==> src/rtl/issue_decode_buffer.sv <==
// -----------------------------------------------------------------------------
// issue_decode_buffer
//   Decode/issue stage sitting behind instruction fetch. Fetched RV32I words are
//   queued in a small FIFO; the head entry is decoded, its source operands are
//   resolved through the regfile, the ROB and the CDB broadcast channels, and a
//   single registered issue packet is produced per cycle for the RS or the LSB.
//
// Ports
//   clk_in, rst_in (sync, active-low), rdy_in (global enable), flush_in
//   if_valid/if_inst/if_pc          : fetch push interface, dc_full back-pressure
//   rs1_pos/rs2_pos                 : regfile read indices of the head entry
//   rs*_val/rs*_dep                 : regfile value and rename tag
//   rob_rs*_ready/rob_rs*_val       : ROB lookup of the rename tag
//   cdb_valid/cdb_idx/cdb_val       : NUM_CDB broadcast channels
//   rob_full/rs_full/lsb_full       : downstream occupancy
//   issue_*                         : registered issue packet (1-cycle valid)
//
// Operation codes on issue_op (0 = illegal):
//   1 LUI 2 AUIPC 3 JAL 4 JALR 5..10 BEQ BNE BLT BGE BLTU BGEU
//   11..15 LB LH LW LBU LHU 16..18 SB SH SW
//   19..27 ADDI SLTI SLTIU XORI ORI ANDI SLLI SRLI SRAI
//   28..37 ADD SUB SLL SLT SLTU XOR SRL SRA OR AND
// -----------------------------------------------------------------------------
module issue_decode_buffer #(
   parameter int DEPTH     = 4,
   parameter int NUM_CDB   = 2,
   parameter int ROB_IDX_W = 4
) (
   input  logic                         clk_in,
   input  logic                         rst_in,
   input  logic                         rdy_in,
   input  logic                         flush_in,
   input  logic                         if_valid,
   input  logic [31:0]                  if_inst,
   input  logic [31:0]                  if_pc,
   output logic                         dc_full,
   output logic [4:0]                   rs1_pos,
   output logic [4:0]                   rs2_pos,
   input  logic [31:0]                  rs1_val,
   input  logic [31:0]                  rs2_val,
   input  logic [ROB_IDX_W-1:0]         rs1_dep,
   input  logic [ROB_IDX_W-1:0]         rs2_dep,
   input  logic                         rob_rs1_ready,
   input  logic                         rob_rs2_ready,
   input  logic [31:0]                  rob_rs1_val,
   input  logic [31:0]                  rob_rs2_val,
   input  logic [NUM_CDB-1:0]           cdb_valid,
   input  logic [NUM_CDB*ROB_IDX_W-1:0] cdb_idx,
   input  logic [NUM_CDB*32-1:0]        cdb_val,
   input  logic                         rob_full,
   input  logic                         rs_full,
   input  logic                         lsb_full,
   output logic                         issue_valid,
   output logic [5:0]                   issue_op,
   output logic [31:0]                  issue_rs1_val,
   output logic [31:0]                  issue_rs2_val,
   output logic [ROB_IDX_W-1:0]         issue_rs1_dep,
   output logic [ROB_IDX_W-1:0]         issue_rs2_dep,
   output logic [4:0]                   issue_rd,
   output logic [31:0]                  issue_imm,
   output logic [31:0]                  issue_pc,
   output logic                         issue_to_lsb,
   output logic                         issue_to_rs,
   output logic                         issue_illegal
);

   localparam int PW = $clog2(DEPTH);
   localparam logic [PW:0] FULL_CNT = (PW+1)'(DEPTH);
   localparam logic [PW:0] PTR_ONE  = (PW+1)'(1);

   localparam logic [6:0] OPC_LUI   = 7'h37;
   localparam logic [6:0] OPC_AUIPC = 7'h17;
   localparam logic [6:0] OPC_JAL   = 7'h6F;
   localparam logic [6:0] OPC_JALR  = 7'h67;
   localparam logic [6:0] OPC_BR    = 7'h63;
   localparam logic [6:0] OPC_LD    = 7'h03;
   localparam logic [6:0] OPC_ST    = 7'h23;
   localparam logic [6:0] OPC_OPI   = 7'h13;
   localparam logic [6:0] OPC_OP    = 7'h33;

   // ---------------------------------------------------------------- FIFO ----
   logic [31:0] inst_q [DEPTH];
   logic [31:0] pc_q   [DEPTH];
   logic [PW:0] rd_ptr_q, wr_ptr_q;
   logic [PW:0] count;
   logic        empty;
   logic        wr_en;
   logic [31:0] head;

   // The extra pointer MSB distinguishes full from empty when the low bits match.
   assign count   = wr_ptr_q - rd_ptr_q;
   assign empty   = (count == '0);
   assign dc_full = (count == FULL_CNT);
   assign head    = inst_q[rd_ptr_q[PW-1:0]];
   assign rs1_pos = head[19:15];
   assign rs2_pos = head[24:20];

   // Full is judged on the current count, so a pop in the same cycle does not
   // open a slot for the incoming word. Flush discards the incoming word too.
   assign wr_en = rst_in && rdy_in && !flush_in && if_valid && !dc_full;

   always_ff @(posedge clk_in) begin
      if (wr_en) begin
         inst_q[wr_ptr_q[PW-1:0]] <= if_inst;
         pc_q[wr_ptr_q[PW-1:0]]   <= if_pc;
      end
   end

   // -------------------------------------------------------------- decode ----
   logic [6:0]  opc;
   logic [2:0]  f3;
   logic [6:0]  f7;
   logic [31:0] imm_i, imm_s, imm_b, imm_u, imm_j;
   logic [5:0]  dec_op;
   logic [31:0] dec_imm;
   logic        dec_legal, dec_lsb, use_rs1, use_rs2, rd_en;
   logic [4:0]  dec_rd;

   assign opc = head[6:0];
   assign f3  = head[14:12];
   assign f7  = head[31:25];

   assign imm_i = {{21{head[31]}}, head[30:20]};
   assign imm_s = {{21{head[31]}}, head[30:25], head[11:7]};
   assign imm_b = {{20{head[31]}}, head[7], head[30:25], head[11:8], 1'b0};
   assign imm_u = {head[31:12], 12'b0};
   assign imm_j = {{12{head[31]}}, head[19:12], head[20], head[30:21], 1'b0};

   always_comb begin
      dec_op    = 6'd0;
      dec_imm   = '0;
      dec_legal = 1'b0;
      dec_lsb   = 1'b0;
      use_rs1   = 1'b0;
      use_rs2   = 1'b0;
      rd_en     = 1'b0;
      case (opc)
         OPC_LUI: begin
            dec_op = 6'd1; dec_legal = 1'b1; dec_imm = imm_u; rd_en = 1'b1;
         end
         OPC_AUIPC: begin
            dec_op = 6'd2; dec_legal = 1'b1; dec_imm = imm_u; rd_en = 1'b1;
         end
         OPC_JAL: begin
            dec_op = 6'd3; dec_legal = 1'b1; dec_imm = imm_j; rd_en = 1'b1;
         end
         OPC_JALR: begin
            dec_op = 6'd4; dec_legal = (f3 == 3'd0); dec_imm = imm_i;
            use_rs1 = 1'b1; rd_en = 1'b1;
         end
         OPC_BR: begin
            dec_legal = 1'b1; dec_imm = imm_b; use_rs1 = 1'b1; use_rs2 = 1'b1;
            case (f3)
               3'd0:    dec_op = 6'd5;
               3'd1:    dec_op = 6'd6;
               3'd4:    dec_op = 6'd7;
               3'd5:    dec_op = 6'd8;
               3'd6:    dec_op = 6'd9;
               3'd7:    dec_op = 6'd10;
               default: dec_legal = 1'b0;
            endcase
         end
         OPC_LD: begin
            dec_legal = 1'b1; dec_imm = imm_i; dec_lsb = 1'b1;
            use_rs1 = 1'b1; rd_en = 1'b1;
            case (f3)
               3'd0:    dec_op = 6'd11;
               3'd1:    dec_op = 6'd12;
               3'd2:    dec_op = 6'd13;
               3'd4:    dec_op = 6'd14;
               3'd5:    dec_op = 6'd15;
               default: dec_legal = 1'b0;
            endcase
         end
         OPC_ST: begin
            dec_legal = 1'b1; dec_imm = imm_s; dec_lsb = 1'b1;
            use_rs1 = 1'b1; use_rs2 = 1'b1;
            case (f3)
               3'd0:    dec_op = 6'd16;
               3'd1:    dec_op = 6'd17;
               3'd2:    dec_op = 6'd18;
               default: dec_legal = 1'b0;
            endcase
         end
         OPC_OPI: begin
            dec_legal = 1'b1; dec_imm = imm_i; use_rs1 = 1'b1; rd_en = 1'b1;
            case (f3)
               3'd0: dec_op = 6'd19;
               3'd2: dec_op = 6'd20;
               3'd3: dec_op = 6'd21;
               3'd4: dec_op = 6'd22;
               3'd6: dec_op = 6'd23;
               3'd7: dec_op = 6'd24;
               3'd1: begin
                  dec_op = 6'd25; dec_legal = (f7 == 7'h00);
               end
               default: begin
                  // f3 == 5: the upper immediate bits select logical/arith shift
                  dec_op    = (f7 == 7'h20) ? 6'd27 : 6'd26;
                  dec_legal = (f7 == 7'h00) || (f7 == 7'h20);
               end
            endcase
         end
         OPC_OP: begin
            dec_legal = 1'b1; use_rs1 = 1'b1; use_rs2 = 1'b1; rd_en = 1'b1;
            case ({f7, f3})
               10'h000: dec_op = 6'd28;
               10'h100: dec_op = 6'd29;
               10'h001: dec_op = 6'd30;
               10'h002: dec_op = 6'd31;
               10'h003: dec_op = 6'd32;
               10'h004: dec_op = 6'd33;
               10'h005: dec_op = 6'd34;
               10'h105: dec_op = 6'd35;
               10'h006: dec_op = 6'd36;
               10'h007: dec_op = 6'd37;
               default: dec_legal = 1'b0;
            endcase
         end
         default: ;
      endcase
      // Illegal words travel to the RS as an empty shell; the ROB traps on them.
      if (!dec_legal) begin
         dec_op  = 6'd0;
         dec_imm = '0;
         dec_lsb = 1'b0;
         use_rs1 = 1'b0;
         use_rs2 = 1'b0;
         rd_en   = 1'b0;
      end
   end

   assign dec_rd = rd_en ? head[11:7] : 5'd0;

   // ----------------------------------------------------- operand resolve ----
   // Returns {dep, val}. For the CDB scan the loop runs high-to-low so that the
   // lowest-numbered matching channel is the one left standing.
   function automatic logic [ROB_IDX_W+31:0] resolve(
      input logic [ROB_IDX_W-1:0]         dep,
      input logic [31:0]                  rf_v,
      input logic                         rob_rdy,
      input logic [31:0]                  rob_v,
      input logic [NUM_CDB-1:0]           cv,
      input logic [NUM_CDB*ROB_IDX_W-1:0] ci,
      input logic [NUM_CDB*32-1:0]        cval
   );
      logic [ROB_IDX_W+31:0] r;
      r = {dep, 32'd0};
      if (dep == '0) begin
         r = {{ROB_IDX_W{1'b0}}, rf_v};
      end else if (rob_rdy) begin
         r = {{ROB_IDX_W{1'b0}}, rob_v};
      end else begin
         for (int k = NUM_CDB - 1; k >= 0; k--) begin
            if (cv[k] && (ci[k*ROB_IDX_W +: ROB_IDX_W] == dep))
               r = {{ROB_IDX_W{1'b0}}, cval[k*32 +: 32]};
         end
      end
      return r;
   endfunction

   logic [ROB_IDX_W+31:0] res1, res2;

   always_comb begin
      res1 = '0;
      res2 = '0;
      if (use_rs1)
         res1 = resolve(rs1_dep, rs1_val, rob_rs1_ready, rob_rs1_val,
                        cdb_valid, cdb_idx, cdb_val);
      if (use_rs2)
         res2 = resolve(rs2_dep, rs2_val, rob_rs2_ready, rob_rs2_val,
                        cdb_valid, cdb_idx, cdb_val);
   end

   // --------------------------------------------------------------- issue ----
   logic go;
   assign go = !empty && !flush_in && !rob_full && !(dec_lsb ? lsb_full : rs_full);

   logic                 valid_q, to_lsb_q, to_rs_q, illegal_q;
   logic [5:0]           op_q;
   logic [31:0]          v1_q, v2_q, imm_q, pc_o_q;
   logic [ROB_IDX_W-1:0] d1_q, d2_q;
   logic [4:0]           rd_q;

   always_ff @(posedge clk_in) begin
      if (!rst_in) begin
         rd_ptr_q  <= '0;
         wr_ptr_q  <= '0;
         valid_q   <= 1'b0;
         op_q      <= '0;
         v1_q      <= '0;
         v2_q      <= '0;
         d1_q      <= '0;
         d2_q      <= '0;
         rd_q      <= '0;
         imm_q     <= '0;
         pc_o_q    <= '0;
         to_lsb_q  <= 1'b0;
         to_rs_q   <= 1'b0;
         illegal_q <= 1'b0;
      end else if (!rdy_in) begin
         // Frozen; the pulse already presented is not stretched.
         valid_q <= 1'b0;
      end else if (flush_in) begin
         rd_ptr_q <= '0;
         wr_ptr_q <= '0;
         valid_q  <= 1'b0;
      end else begin
         if (wr_en)
            wr_ptr_q <= wr_ptr_q + PTR_ONE;
         valid_q <= go;
         if (go) begin
            rd_ptr_q  <= rd_ptr_q + PTR_ONE;
            op_q      <= dec_op;
            d1_q      <= res1[ROB_IDX_W+31:32];
            v1_q      <= res1[31:0];
            d2_q      <= res2[ROB_IDX_W+31:32];
            v2_q      <= res2[31:0];
            rd_q      <= dec_rd;
            imm_q     <= dec_imm;
            pc_o_q    <= pc_q[rd_ptr_q[PW-1:0]];
            to_lsb_q  <= dec_lsb;
            to_rs_q   <= !dec_lsb;
            illegal_q <= !dec_legal;
         end
      end
   end

   assign issue_valid   = valid_q;
   assign issue_op      = op_q;
   assign issue_rs1_val = v1_q;
   assign issue_rs2_val = v2_q;
   assign issue_rs1_dep = d1_q;
   assign issue_rs2_dep = d2_q;
   assign issue_rd      = rd_q;
   assign issue_imm     = imm_q;
   assign issue_pc      = pc_o_q;
   assign issue_to_lsb  = to_lsb_q;
   assign issue_to_rs   = to_rs_q;
   assign issue_illegal = illegal_q;

endmodule

==> config.mk <==
export PLATFORM = sky130hd
export DESIGN_NAME = issue_decode_buffer
export DESIGN_NICKNAME = d
export VERILOG_FILES = /design/src/rtl/issue_decode_buffer.sv
export SDC_FILE = /design/constraint.sdc
export NUM_CORES = 1
export LEC_CHECK = 0
export BUFFER_PORTS_ARGS = -buffer_cell sky130_fd_sc_hd__clkbuf_2
export CAP_MARGIN = 10
export CORE_ASPECT_RATIO = 2
export CORE_MARGIN = 2
export CORE_UTILIZATION = 55
export CTS_BUF_LIST = sky130_fd_sc_hd__clkbuf_4 sky130_fd_sc_hd__clkbuf_8
export DETAILED_ROUTE_END_ITERATION = 8
export GPL_TIMING_DRIVEN = 1
export MAX_ROUTING_LAYER = met4
export PLACE_DENSITY = 0.82
export SETUP_SLACK_MARGIN = 0.02
export SYNTH_ARGS = -nofsm -noshare
export SYNTH_HDL_FRONTEND = slang
export SYNTH_SLANG_ARGS = --single-unit
export TNS_END_PERCENT = 30
==> constraint.sdc <==
create_clock -name clk_in -period 5 [get_ports clk_in]
set_input_delay 1 -clock clk_in [delete_from_list [all_inputs] [get_ports clk_in]]
set_output_delay 1 -clock clk_in [all_outputs]
set_load 0.01 [all_outputs]
==> impl_metrics.json <==
{
  "status": "finished, final reports clean",
  "reg2reg_depth": 8,
  "path_clk_slew_ps": 70,
  "rows": 93,
  "final_util": 0.6722,
  "tightest_slew_ps": 1051,
  "hold_start": "issue_imm[3]$_SDFFE_PN0P_",
  "ys_seq_area_frac": 0.6125,
  "worstSetupPathType": "register to register",
  "synth_area_leader_cell": "edfxtp_1",
  "critPathMaxStageDelay_ps": 800,
  "report.final.slew_viol_count": 0,
  "min_path_type": "register to register",
  "finalNetCount": 2013,
  "cts_setup_buffers": 0,
  "timing.final.setup_violations": 0,
  "finalHoldViolCount": 0,
  "final_antenna_net_count": 0,
  "grt_pass1_wl_mm": 78.30,
  "path_depth": 8,
  "synth-edff-count": 256,
  "syn_area_mm2": 0.01775,
  "peakVddDrop_v": 0.0003803,
  "final.period_utilization": 0.7426,
  "yosys.area.top_type_share": 0.4331,
  "core_area_mm2": 0.03200,
  "fin_setup_tns_ps": 0,
  "design_area_mm2": 0.02151,
  "synthFlopType": "edfxtp_1",
  "synthToLayoutAreaGrowth_pct": 21.20,
  "slew_headroom": 0.2993,
  "cts-buffers-inserted": 54,
  "rrSetupSlack_ps": 1290,
  "drc": 0,
  "io_pins": 446,
  "grt.total_usage": 0.3256,
  "ys_ff_latch": 415,
  "cp_common_cell": "nor2_1",
  "power_density_mw_per_mm2": 312.0,
  "fin_crit_ps": 3713,
  "syn_nets": 1576,
  "cts_num_sinks": 415,
  "drive_above_1_share": 0.3839,
  "fin_hold_ws_ps": 453.7,
  "first_iter_violations": 824,
  "fin_skew_ps": 26.63,
  "cp.arrival_ps": 4260,
  "postCtsHoldBufs": 0,
  "routedWlPerCell_um": 24.69,
  "path_max_fanout": 36,
  "routed_via_density": 5.990,
  "grt_pass1_vias": 13270,
  "cts_tree": "yes",
  "antenna_found_initial": 17,
  "htree_levels": 2,
  "ys_types": 66,
  "grt_setup_unrepaired": "no",
  "cts_resized": 0,
  "drv_cap": 0,
  "die_w_um": 131.0,
  "crit_path_end": "issue_rs1_dep[0]$_SDFFE_PN0P_",
  "yosysWarningCount": 0,
  "vias": 13240,
  "portBuffers": 445,
  "grt_max_degree": 66,
  "crit_buf_inv": 1,
  "start_kind": "register",
  "fmax_ghz": 0.2693,
  "power.leakage_nw": 8.326,
  "required_ps": 5550,
  "clk_path_buf_depth": 3,
  "timing.rr.end": "issue_rs1_dep[0]$_SDFFE_PN0P_",
  "initial_core_util": 0.5546,
  "insertion_delay_ps": 620,
  "die_area_mm2": 0.03381,
  "drtPass1Iterations": 7,
  "p_total_mw": 6.711,
  "syn-instance-count": 1285,
  "fillCellCount": 2274,
  "syn_area_per_cell_um2": 13.81,
  "die_y_um": 258.0,
  "place_congestion": 0.9416,
  "placed_area_mm2": 0.02031,
  "ys_top_cells_by_area": "edfxtp_1 (43%), dfxtp_1 (18%), mux4_2 (8.1%), mux2i_1 (4.1%), a22o_1 (3.4%)",
  "cp-end-kind": "register",
  "root_buffer": "clkbuf_8",
  "routed_wl_mm": 54.56,
  "hpwl_mm": 38.68,
  "critPathTopFamily": "simple AND/OR/NAND/NOR gates",
  "slowest_stage": "mux4_2",
  "cp_cell_sequence": "mux4_2 -> nor2_1 -> nor2_1 -> o21ai_2 -> nand3_2 -> nor3_4 -> buf_4 -> a32o_1",
  "async_reset_ff_frac": 0,
  "grt-ovfl-total": 0
}
[placed cells by master (no fill, tap or decap), types with 9 or more instances in the layout]
| cell | netlist | layout |
|---|---|---|
| mux2i_1 | 73 | 73 |
| a22o_1 | 69 | 69 |
| a21oi_1 | 33 | 33 |
| nor2b_1 | 38 | 38 |
| clkbuf_8 | 0 | 60 |
| a32o_1 | 19 | 19 |
| nand2_1 | 115 | 114 |
| a2bb2oi_1 | 34 | 34 |
| buf_4 | 9 | 22 |
| edfxtp_1 | 256 | 256 |
| o21ai_1 | 9 | 9 |
| xor2_1 | 15 | 15 |
| o31ai_1 | 32 | 32 |
| o21ai_2 | 21 | 21 |
| mux4_2 | 64 | 64 |
| clkbuf_2 | 0 | 446 |
| o21ai_0 | 47 | 47 |
| clkinv_1 | 2 | 15 |
| a221oi_1 | 33 | 33 |
| diode_2 | 0 | 17 |
| nor2_1 | 59 | 58 |
| clkbuf_4 | 0 | 12 |
| dfxtp_1 | 159 | 155 |
| nand3_1 | 13 | 13 |
[metal layers]
layer	wire, um	track usage	vias to the layer above
met4	2923	0.1764	0
met5	0	-	-
met3	5298	0.1077	180
met2	28820	0.5583	681
met1	17520	0.3170	6436
li1	-	-	5942
[power breakdown]
part	internal, mW	leakage, nW	switching, mW
clock network	1.41	0.606	1.25
registers	3.64	3.59	0.00446
logic	0.171	4.13	0.236
[tightest hold or removal path: cells and delay by family, from the launching register on]
family	cells	cell delay, ps
compound gates	1	50
flops	1	310
simple gates	1	50
[worst min path at each step]
| stage | to | slack [ps] | cells past startpoint |
|---|---|---|---|
| final | issue_imm[3]$_SDFFE_PN0P_ | 450 | 2 |
| after global routing | issue_op[1]$_SDFFE_PN0P_ | 480 | 2 |
| after CTS | issue_imm[3]$_SDFFE_PN0P_ | 460 | 2 |
| after detailed placement | issue_imm[3]$_SDFFE_PN0P_ | 440 | 2 |
| after global placement | issue_imm[12]$_SDFFE_PN0P_ | 440 | 2 |
| after floorplan | issue_imm[12]$_SDFFE_PN0P_ | 470 | 2 |
[cells in the mapped netlist, types with 5 or more instances]
master / instances
xnor2_1: 7
nand2_1: 115
o21ai_2: 21
o21ai_1: 9
nor4_1: 5
nor3_1: 6
buf_4: 9
o21ai_0: 47
buf_6: 8
xor2_1: 15
and2_1: 9
a22o_1: 69
mux4_2: 64
buf_2: 10
nor2_1: 59
edfxtp_1: 256
a21oi_1: 33
ha_1: 7
a221oi_1: 33
a22oi_1: 8
mux2i_1: 73
dfxtp_1: 159
clkbuf_1: 59
o21a_1: 5
nand3_1: 13
o31ai_1: 32
nand4_1: 6
a32o_1: 19
inv_1: 6
nor2b_1: 38
a2bb2oi_1: 34
[state kept, by name, indices dropped and copies added, names as in the netlist, 3 cells and up, named ones only]
name,cells
issue_op,6
wr_ptr_q,3
issue_pc,32
issue_imm,32
issue_rs1_dep,4
issue_rd,5
issue_rs2_dep,4
inst_q,128
pc_q,128
rd_ptr_q,3
issue_rs1_val,32
issue_rs2_val,32
[stage by stage]
stage	instances	worst slack, ps
after floorplan	1285	955.9
after CTS	2192	1217
after global placement	2092	1350
final	2210	1287
after global routing	2210	1002
after detailed placement	2092	1261
[logic make-up (layout without fill, tap and decap cells)]
| family | count (synthesis) | in the layout | synth area share |
|---|---|---|---|
| flops | 415 | 415 | 0.6125 |
| compound gates | 325 | 325 | 0.1397 |
| simple gates | 278 | 278 | 0.07889 |
| mux | 140 | 140 | 0.1243 |
| buf+inv | 98 | 579 | 0.02890 |
| xor+xnor | 22 | 22 | 0.01086 |
| fa+ha+maj | 7 | 7 | 0.004935 |
| other cells | 0 | 17 | 0 |
[cell type report]
type	instances	area (um^2)	share of cell area
Multi-Input combinational cell	772	6419	0.2984
Sequential cell	415	10880	0.5056
Tap cell	427	534.3	0.02484
Timing Repair Buffer	471	2457	0.1142
Inverter	8	30.03	0.001396
Clock buffer	72	915.9	0.04258
Clock inverter	28	236.5	0.01099
Antenna cell	17	42.54	0.001978
(Power assumes the default switching activity.)
